**src/rtl/unidade_controle_if.sv**
```systemverilog
// Control bundle between the multicycle control FSM and the datapath:
// instruction/flag inputs to the FSM and every datapath strobe it drives.
interface unidade_controle_if;
    logic [31:0] inst;
    logic        Zero;
    logic        DpReset;
    logic        PCWrite;
    logic        PCSrc;
    logic [2:0]  ALUFunct;
    logic        ALUSrcA;
    logic [2:0]  ALUSrcB;
    logic        LoadRegA;
    logic        LoadRegB;
    logic        LoadALUOut;
    logic        LoadIR;
    logic        LoadMDR;
    logic        IMemLoad;
    logic        DMemLoad;
    logic        RegWrite;
    logic        MemToReg;
    logic        Halted;
    logic [3:0]  State;

    modport master (
        input  inst, Zero,
        output DpReset, PCWrite, PCSrc, ALUFunct, ALUSrcA, ALUSrcB,
               LoadRegA, LoadRegB, LoadALUOut, LoadIR, LoadMDR,
               IMemLoad, DMemLoad, RegWrite, MemToReg, Halted, State
    );

    modport slave (
        output inst, Zero,
        input  DpReset, PCWrite, PCSrc, ALUFunct, ALUSrcA, ALUSrcB,
               LoadRegA, LoadRegB, LoadALUOut, LoadIR, LoadMDR,
               IMemLoad, DMemLoad, RegWrite, MemToReg, Halted, State
    );
endinterface

```
**src/rtl/unidade_controle.sv**
```systemverilog
// Multicycle RV64I-subset control FSM: sequences PC/IR/A/B/ALUOut/MDR and
// memories, with MEM_WAIT extra cycles per memory access.
module unidade_controle #(
    parameter int unsigned MEM_WAIT = 1
) (
    input  logic               clk,
    input  logic               Reset,
    unidade_controle_if.master ctrl
);

    localparam int unsigned CW = (MEM_WAIT > 0) ? $clog2(MEM_WAIT + 1) : 1;

    localparam logic [6:0] OP_R    = 7'b0110011;
    localparam logic [6:0] OP_I    = 7'b0010011;
    localparam logic [6:0] OP_LUI  = 7'b0110111;
    localparam logic [6:0] OP_LD   = 7'b0000011;
    localparam logic [6:0] OP_SD   = 7'b0100011;
    localparam logic [6:0] OP_BR   = 7'b1100011;

    typedef enum logic [3:0] {
        S_RESET    = 4'd0,
        S_FETCH    = 4'd1,
        S_DECODE   = 4'd2,
        S_EXEC_R   = 4'd3,
        S_EXEC_I   = 4'd4,
        S_EXEC_LUI = 4'd5,
        S_ADDR     = 4'd6,
        S_MEM_RD   = 4'd7,
        S_MEM_WR   = 4'd8,
        S_WB_ALU   = 4'd9,
        S_WB_MEM   = 4'd10,
        S_BRANCH   = 4'd11,
        S_NEXT_PC  = 4'd12,
        S_TRAP     = 4'd15
    } state_t;

    state_t        state, next_state;
    logic [CW-1:0] wcnt, wcnt_next;
    logic          mem_last;

    logic [6:0] opcode;
    logic [2:0] funct3;
    logic [6:0] funct7;
    logic       unused_bits;

    assign opcode      = ctrl.inst[6:0];
    assign funct3      = ctrl.inst[14:12];
    assign funct7      = ctrl.inst[31:25];
    assign unused_bits = ^{ctrl.inst[24:15], ctrl.inst[11:7]};
    assign mem_last    = (wcnt == CW'(MEM_WAIT));

    // Supported encodings recognised in DECODE
    logic is_add, is_sub, is_and, is_r, is_addi, is_lui, is_mem, is_beq, is_bne;
    assign is_add  = (opcode == OP_R) && (funct3 == 3'b000) && (funct7 == 7'h00);
    assign is_sub  = (opcode == OP_R) && (funct3 == 3'b000) && (funct7 == 7'h20);
    assign is_and  = (opcode == OP_R) && (funct3 == 3'b111) && (funct7 == 7'h00);
    assign is_r    = is_add || is_sub || is_and;
    assign is_addi = (opcode == OP_I) && (funct3 == 3'b000);
    assign is_lui  = (opcode == OP_LUI);
    assign is_mem  = ((opcode == OP_LD) || (opcode == OP_SD)) && (funct3 == 3'b011);
    assign is_beq  = (opcode == OP_BR) && (funct3 == 3'b000);
    assign is_bne  = (opcode == OP_BR) && (funct3 == 3'b001);

    always_ff @(posedge clk or negedge Reset) begin
        if (!Reset) begin
            state <= S_RESET;
            wcnt  <= '0;
        end else begin
            state <= next_state;
            wcnt  <= wcnt_next;
        end
    end

    always_comb begin
        next_state      = state;
        wcnt_next       = '0;
        ctrl.DpReset    = 1'b0;
        ctrl.PCWrite    = 1'b0;
        ctrl.PCSrc      = 1'b0;
        ctrl.ALUFunct   = 3'b000;
        ctrl.ALUSrcA    = 1'b0;
        ctrl.ALUSrcB    = 3'b000;
        ctrl.LoadRegA   = 1'b0;
        ctrl.LoadRegB   = 1'b0;
        ctrl.LoadALUOut = 1'b0;
        ctrl.LoadIR     = 1'b0;
        ctrl.LoadMDR    = 1'b0;
        ctrl.IMemLoad   = 1'b0;
        ctrl.DMemLoad   = 1'b0;
        ctrl.RegWrite   = 1'b0;
        ctrl.MemToReg   = 1'b0;
        ctrl.Halted     = 1'b0;
        ctrl.State      = state;

        case (state)
            S_RESET: begin
                ctrl.DpReset = 1'b1;
                next_state   = S_FETCH;
            end
            S_FETCH: begin
                if (mem_last) begin
                    ctrl.LoadIR = 1'b1;
                    next_state  = S_DECODE;
                end else begin
                    wcnt_next = wcnt + CW'(1);
                end
            end
            S_DECODE: begin
                // Branch target PC + (imm<<1) parked in ALUOut
                ctrl.LoadRegA   = 1'b1;
                ctrl.LoadRegB   = 1'b1;
                ctrl.ALUSrcB    = 3'b011;
                ctrl.ALUFunct   = 3'b001;
                ctrl.LoadALUOut = 1'b1;
                if (is_r)                  next_state = S_EXEC_R;
                else if (is_addi)          next_state = S_EXEC_I;
                else if (is_lui)           next_state = S_EXEC_LUI;
                else if (is_mem)           next_state = S_ADDR;
                else if (is_beq || is_bne) next_state = S_BRANCH;
                else                       next_state = S_TRAP;
            end
            S_EXEC_R: begin
                ctrl.ALUSrcA    = 1'b1;
                ctrl.LoadALUOut = 1'b1;
                if (funct3 == 3'b111)  ctrl.ALUFunct = 3'b011;
                else if (funct7[5])    ctrl.ALUFunct = 3'b010;
                else                   ctrl.ALUFunct = 3'b001;
                next_state = S_WB_ALU;
            end
            S_EXEC_I: begin
                ctrl.ALUSrcA    = 1'b1;
                ctrl.ALUSrcB    = 3'b010;
                ctrl.ALUFunct   = 3'b001;
                ctrl.LoadALUOut = 1'b1;
                next_state      = S_WB_ALU;
            end
            S_EXEC_LUI: begin
                ctrl.ALUSrcB    = 3'b010;
                ctrl.LoadALUOut = 1'b1;
                next_state      = S_WB_ALU;
            end
            S_ADDR: begin
                ctrl.ALUSrcA    = 1'b1;
                ctrl.ALUSrcB    = 3'b010;
                ctrl.ALUFunct   = 3'b001;
                ctrl.LoadALUOut = 1'b1;
                next_state      = (opcode == OP_LD) ? S_MEM_RD : S_MEM_WR;
            end
            S_MEM_RD: begin
                if (mem_last) begin
                    ctrl.LoadMDR = 1'b1;
                    next_state   = S_WB_MEM;
                end else begin
                    wcnt_next = wcnt + CW'(1);
                end
            end
            S_MEM_WR: begin
                ctrl.DMemLoad = 1'b1;
                if (mem_last) next_state = S_NEXT_PC;
                else          wcnt_next  = wcnt + CW'(1);
            end
            S_WB_ALU: begin
                ctrl.RegWrite = 1'b1;
                next_state    = S_NEXT_PC;
            end
            S_WB_MEM: begin
                ctrl.RegWrite = 1'b1;
                ctrl.MemToReg = 1'b1;
                next_state    = S_NEXT_PC;
            end
            S_BRANCH: begin
                ctrl.ALUSrcA  = 1'b1;
                ctrl.ALUFunct = 3'b010;
                if ((is_beq && ctrl.Zero) || (is_bne && !ctrl.Zero)) begin
                    ctrl.PCWrite = 1'b1;
                    ctrl.PCSrc   = 1'b1;
                    next_state   = S_FETCH;
                end else begin
                    next_state = S_NEXT_PC;
                end
            end
            S_NEXT_PC: begin
                ctrl.ALUSrcB  = 3'b001;
                ctrl.ALUFunct = 3'b001;
                ctrl.PCWrite  = 1'b1;
                next_state    = S_FETCH;
            end
            S_TRAP: begin
                ctrl.Halted = 1'b1;
                next_state  = S_TRAP;
            end
            default: begin
                next_state = S_RESET;
            end
        endcase
    end

endmodule

```
**src/flat_wrapper.sv**
```systemverilog
// flat-port wrapper written by rule: the top's interface ports become plain ports
module unidade_controle_flat 
#(
    parameter int unsigned MEM_WAIT = 1
)
  (clk, Reset, ctrl_inst, ctrl_Zero, ctrl_DpReset, ctrl_PCWrite, ctrl_PCSrc, ctrl_ALUFunct, ctrl_ALUSrcA, ctrl_ALUSrcB, ctrl_LoadRegA, ctrl_LoadRegB, ctrl_LoadALUOut, ctrl_LoadIR, ctrl_LoadMDR, ctrl_IMemLoad, ctrl_DMemLoad, ctrl_RegWrite, ctrl_MemToReg, ctrl_Halted, ctrl_State);
  unidade_controle_if ctrl_i ();
  input  logic clk;
  input  logic Reset;
  input wire logic [$bits(ctrl_i.inst)-1:0] ctrl_inst;
  input wire logic [$bits(ctrl_i.Zero)-1:0] ctrl_Zero;
  output wire logic [$bits(ctrl_i.DpReset)-1:0] ctrl_DpReset;
  output wire logic [$bits(ctrl_i.PCWrite)-1:0] ctrl_PCWrite;
  output wire logic [$bits(ctrl_i.PCSrc)-1:0] ctrl_PCSrc;
  output wire logic [$bits(ctrl_i.ALUFunct)-1:0] ctrl_ALUFunct;
  output wire logic [$bits(ctrl_i.ALUSrcA)-1:0] ctrl_ALUSrcA;
  output wire logic [$bits(ctrl_i.ALUSrcB)-1:0] ctrl_ALUSrcB;
  output wire logic [$bits(ctrl_i.LoadRegA)-1:0] ctrl_LoadRegA;
  output wire logic [$bits(ctrl_i.LoadRegB)-1:0] ctrl_LoadRegB;
  output wire logic [$bits(ctrl_i.LoadALUOut)-1:0] ctrl_LoadALUOut;
  output wire logic [$bits(ctrl_i.LoadIR)-1:0] ctrl_LoadIR;
  output wire logic [$bits(ctrl_i.LoadMDR)-1:0] ctrl_LoadMDR;
  output wire logic [$bits(ctrl_i.IMemLoad)-1:0] ctrl_IMemLoad;
  output wire logic [$bits(ctrl_i.DMemLoad)-1:0] ctrl_DMemLoad;
  output wire logic [$bits(ctrl_i.RegWrite)-1:0] ctrl_RegWrite;
  output wire logic [$bits(ctrl_i.MemToReg)-1:0] ctrl_MemToReg;
  output wire logic [$bits(ctrl_i.Halted)-1:0] ctrl_Halted;
  output wire logic [$bits(ctrl_i.State)-1:0] ctrl_State;
  assign ctrl_i.inst = ctrl_inst;
  assign ctrl_i.Zero = ctrl_Zero;
  assign ctrl_DpReset = ctrl_i.DpReset;
  assign ctrl_PCWrite = ctrl_i.PCWrite;
  assign ctrl_PCSrc = ctrl_i.PCSrc;
  assign ctrl_ALUFunct = ctrl_i.ALUFunct;
  assign ctrl_ALUSrcA = ctrl_i.ALUSrcA;
  assign ctrl_ALUSrcB = ctrl_i.ALUSrcB;
  assign ctrl_LoadRegA = ctrl_i.LoadRegA;
  assign ctrl_LoadRegB = ctrl_i.LoadRegB;
  assign ctrl_LoadALUOut = ctrl_i.LoadALUOut;
  assign ctrl_LoadIR = ctrl_i.LoadIR;
  assign ctrl_LoadMDR = ctrl_i.LoadMDR;
  assign ctrl_IMemLoad = ctrl_i.IMemLoad;
  assign ctrl_DMemLoad = ctrl_i.DMemLoad;
  assign ctrl_RegWrite = ctrl_i.RegWrite;
  assign ctrl_MemToReg = ctrl_i.MemToReg;
  assign ctrl_Halted = ctrl_i.Halted;
  assign ctrl_State = ctrl_i.State;
  unidade_controle #(.MEM_WAIT(MEM_WAIT)) u_core (.clk(clk), .Reset(Reset), .ctrl(ctrl_i));
endmodule
```
**config.mk**
```make
export PLATFORM = sky130hd
export DESIGN_NAME = unidade_controle_flat
export DESIGN_NICKNAME = d
export VERILOG_FILES = /design/src/rtl/unidade_controle_if.sv /design/src/rtl/unidade_controle.sv /design/src/flat_wrapper.sv
export SDC_FILE = /design/constraint.sdc
export NUM_CORES = 1
export LEC_CHECK = 0
export BUFFER_PORTS_ARGS = -buffer_cell sky130_fd_sc_hd__buf_2
export CORE_UTILIZATION = 40
export DETAILED_ROUTE_END_ITERATION = 10
export PLACE_DENSITY = 0.79
export SLEW_MARGIN = 20
export SYNTH_ARGS = -nofsm -noshare
export SYNTH_HDL_FRONTEND = slang
export SYNTH_SLANG_ARGS = --single-unit
```
**constraint.sdc**
```tcl
create_clock -name clk -period 2 [get_ports clk]
set_input_delay 0.1 -clock clk [delete_from_list [all_inputs] [get_ports clk]]
set_output_delay 0.1 -clock clk [all_outputs]
set_load 0.01 [all_outputs]
```
==> summary.txt <==
Timing
  • Clock period minus final worst setup slack: 1.76 ns
  • Clock skew: 0.00361 ns
  • Final Hold Viols: 0
  • Final Setup Violations: 0
  • Max-slew violation count: 0
  • Final period util: 0.881
  • RSZ-0062 raised after global routing: no
  • Worst hold slack: 0.212 ns
  • F_max: 567 MHz
  • Final setup TNS: 0 ns

Synth
  • Post-synth top cells: 14 x nor2_1, 12 x a21oi_1, 12 x nand2_1, 6 x nand3_1, 6 x nor3_1
  • Syn_area_per_cell: 6.45 um^2
  • Dominant cells by area after synthesis: dfrtp_1 16%, a21oi_1 7.7%, nor2_1 6.7%
  • Largest area contributor in the netlist: dfrtp_1
  • Sequential-to-total area share from yosys stat: 0.160
  • Top FF cell, synth: dfrtp_1
  • Synth async-reset ratio: 1.00
  • Synthesized instance count: 121
  • Yosys top cell area share: 0.160
  • Cell variety after synth: 36
  • Yosys warning total: 0
  • Post-synthesis register bit count: 5
  • Most frequent cell after synthesis: nor2_1
  • Mapped Area: 781 um^2
  • EDFF count, synth: 0

Clock network
  • CTS tree: done
  • Clock slew at reported path FFs: 0.04 ns
  • H-tree lvl count: 1
  • Post-CTS Hold Buffers: 1
  • Post-CTS Setup Inserts: 0
  • Worst-skew pair later-pin latency: 0.24 ns
  • CTS buffer count: 3
  • CTS sink count: 5
  • Clock Path Buffers: 2
  • CTS resizes: 0
  • Root Driver: clkbuf_4

Critical path
  • Setup CP Type: flop to flop
  • FF-to-FF End: u_core.ctrl.State[0]
  • Startpoint Class: flop
  • Reg2reg path depth: 5
  • Reg2reg start: u_core.ctrl.State[2]
  • Max FO, Critical Path: 9
  • Worst setup EP type: flop
  • Critical Path RT: 2.10 ns
  • Worst reg-to-reg setup slack: 0.24 ns
  • Endpoint arrival time on the critical path: 1.86 ns

Floorplanning
  • Die height: 46.2 um
  • Starting Density: 0.438
  • Site Rows: 15
  • # IOs: 59
  • Core Region: 0.00178 mm^2
  • DIE AREA: 0.00213 mm^2
  • Die width: 46.2 um

Outcome
  • Status: completed

Global route
  • Met3 global-route usage: 0.0549
  • First-pass GRT wire length: 3440 um
  • Vias in the first global route: 806
  • GRT overflow: 0
  • M1 GR Usage: 0.283
  • Largest net degree at the start of global routing: 14
  • Initial antenna violation count: 0
  • M2 GR Usage: 0.369
  • Global Route Usage Sum: 0.217
  • Most Crowded Layer GR: met2

Pwr
  • Clock power share: 0.086
  • Gate power share: 0.715
  • Sw Ratio: 0.526
  • Sw Pwr: 0.692 mW
  • Internal: 0.623 mW
  • Cell Pwr Density: 1270 mW/mm^2
  • Static Leak: 0.486 nW
  • Reg power frac: 0.199
  • Max VDD drop: 0.000704 V

Drt
  • Total wire length: 2220 um
  • Pre-Repair DR Iteration Count: 4
  • DRT antenna net count: 0
  • # DRC: 0
  • Vias: 1029
  • 1st-iter DRT viols: 17
  • Via density: 5.50
  • WL/cell: 11.9 um

Layout
  • Fillers: 177
  • N_diodes: 0
  • Area delta synth->final: 33.2%
  • Nets: 198
  • Share of cells above drive strength 1: 0.346

Place
  • Port Buf Inserts: 40
  • Hpwl dp: 1850 um
  • Final Wtd Congestion: 0.909

Worst hold path
  • Worst hold path class: primary input to async pin

Job
  • Max Cap Viol: 0
==> per-layer routing <==
layer  wire [um]  vias to the layer above
met4          19                        0
met2        1080                       54
met3         145                        4
li1            -                      515
met5           0                        -
met1         978                      456
==> stage by stage <==
stage	utilization	power, mW	setup WS [ns]	std cells	area (um^2)
6_report	0.583	1.32	0.238	187	1040
5_1_grt	0.583	1.45	0.0915	187	1040
4_1_cts	0.583	1.32	0.227	187	1040
3_5_place_dp	0.563	1.20	0.263	182	1000
3_3_place_gp	0.563	1.17	0.309	182	1000
2_1_floorplan	-	0.871	0.382	123	788
==> state kept, by name (all words and copies together), names as in the netlist <==
signal             flops
u_core.ctrl.State      4
u_core.mem_last        1
==> cell families (layout without fill, tap and decap cells) <==
family / count (synthesis) / after routing / synth area share
buf+inv: 17 / 56 / 0.107
compound gates: 28 / 28 / 0.207
xor+xnor: 1 / 1 / 0.0112
flops: 5 / 5 / 0.160
other cells: 1 / 3 / 0.00480
simple gates: 69 / 69 / 0.510
==> power groups by stage <==
stage	Sequential (mW)	Combinational (mW)	Clock [mW]
6_report	0.262	0.940	0.113
5_1_grt	0.274	1.05	0.131
4_1_cts	0.260	0.941	0.116
3_5_place_dp	0.261	0.936	0
3_3_place_gp	0.259	0.913	0
2_1_floorplan	0.204	0.666	0
==> cell type report <==
cell class	count	area, um^2	share of cell area
Sequential cell	5	125	0.120
Multi-Input combinational cell	101	579	0.557
Inverter	4	15.0	0.0144
Clock buffer	4	26.3	0.0253
Timing Repair Buffer	48	263	0.253
Tap cell	25	31.3	0.0301
==> placed cells by master (no fill, tap or decap), types with 2 or more instances in the layout <==
cell        n
a31oi_1     4
or3_1       2
a21oi_1    12
nor3_2      3
inv_1       2
o22ai_1     2
conb_1      3
inv_2       2
nand2_1    12
nand3_1     6
dfrtp_1     5
buf_4       7
nor2_1     14
o21ai_0     4
nand2b_1    5
nor4_1      3
nand3b_1    5
or4b_1      2
nor3_1      6
and3_1      3
clkbuf_4    3
nand4bb_1   2
buf_2      40
or4_1       2
==> critical path, cell delays in order (launching register included) <==
cell     delay, ns
dfrtp_1       0.52
nor2b_1       0.29
nand2_1       0.09
a31oi_1       0.17
a21oi_1       0.07
or4_1         0.48
==> worst max path at each step <==
stage	slack, ns	startpoint	to	depth (start not counted)
detailed placement	0.26	u_core.ctrl.State[2]	u_core.ctrl.State[0]	5
global route	0.09	u_core.ctrl.State[3]	ctrl_PCSrc	5
floorplan	0.38	u_core.ctrl.State[0]	u_core.ctrl.State[3]	7
finish	0.24	u_core.ctrl.State[2]	u_core.ctrl.State[0]	5
global placement	0.31	u_core.ctrl.State[2]	u_core.ctrl.State[0]	5
CTS	0.23	u_core.ctrl.State[3]	ctrl_PCSrc	5
(Power assumes the default switching activity.)
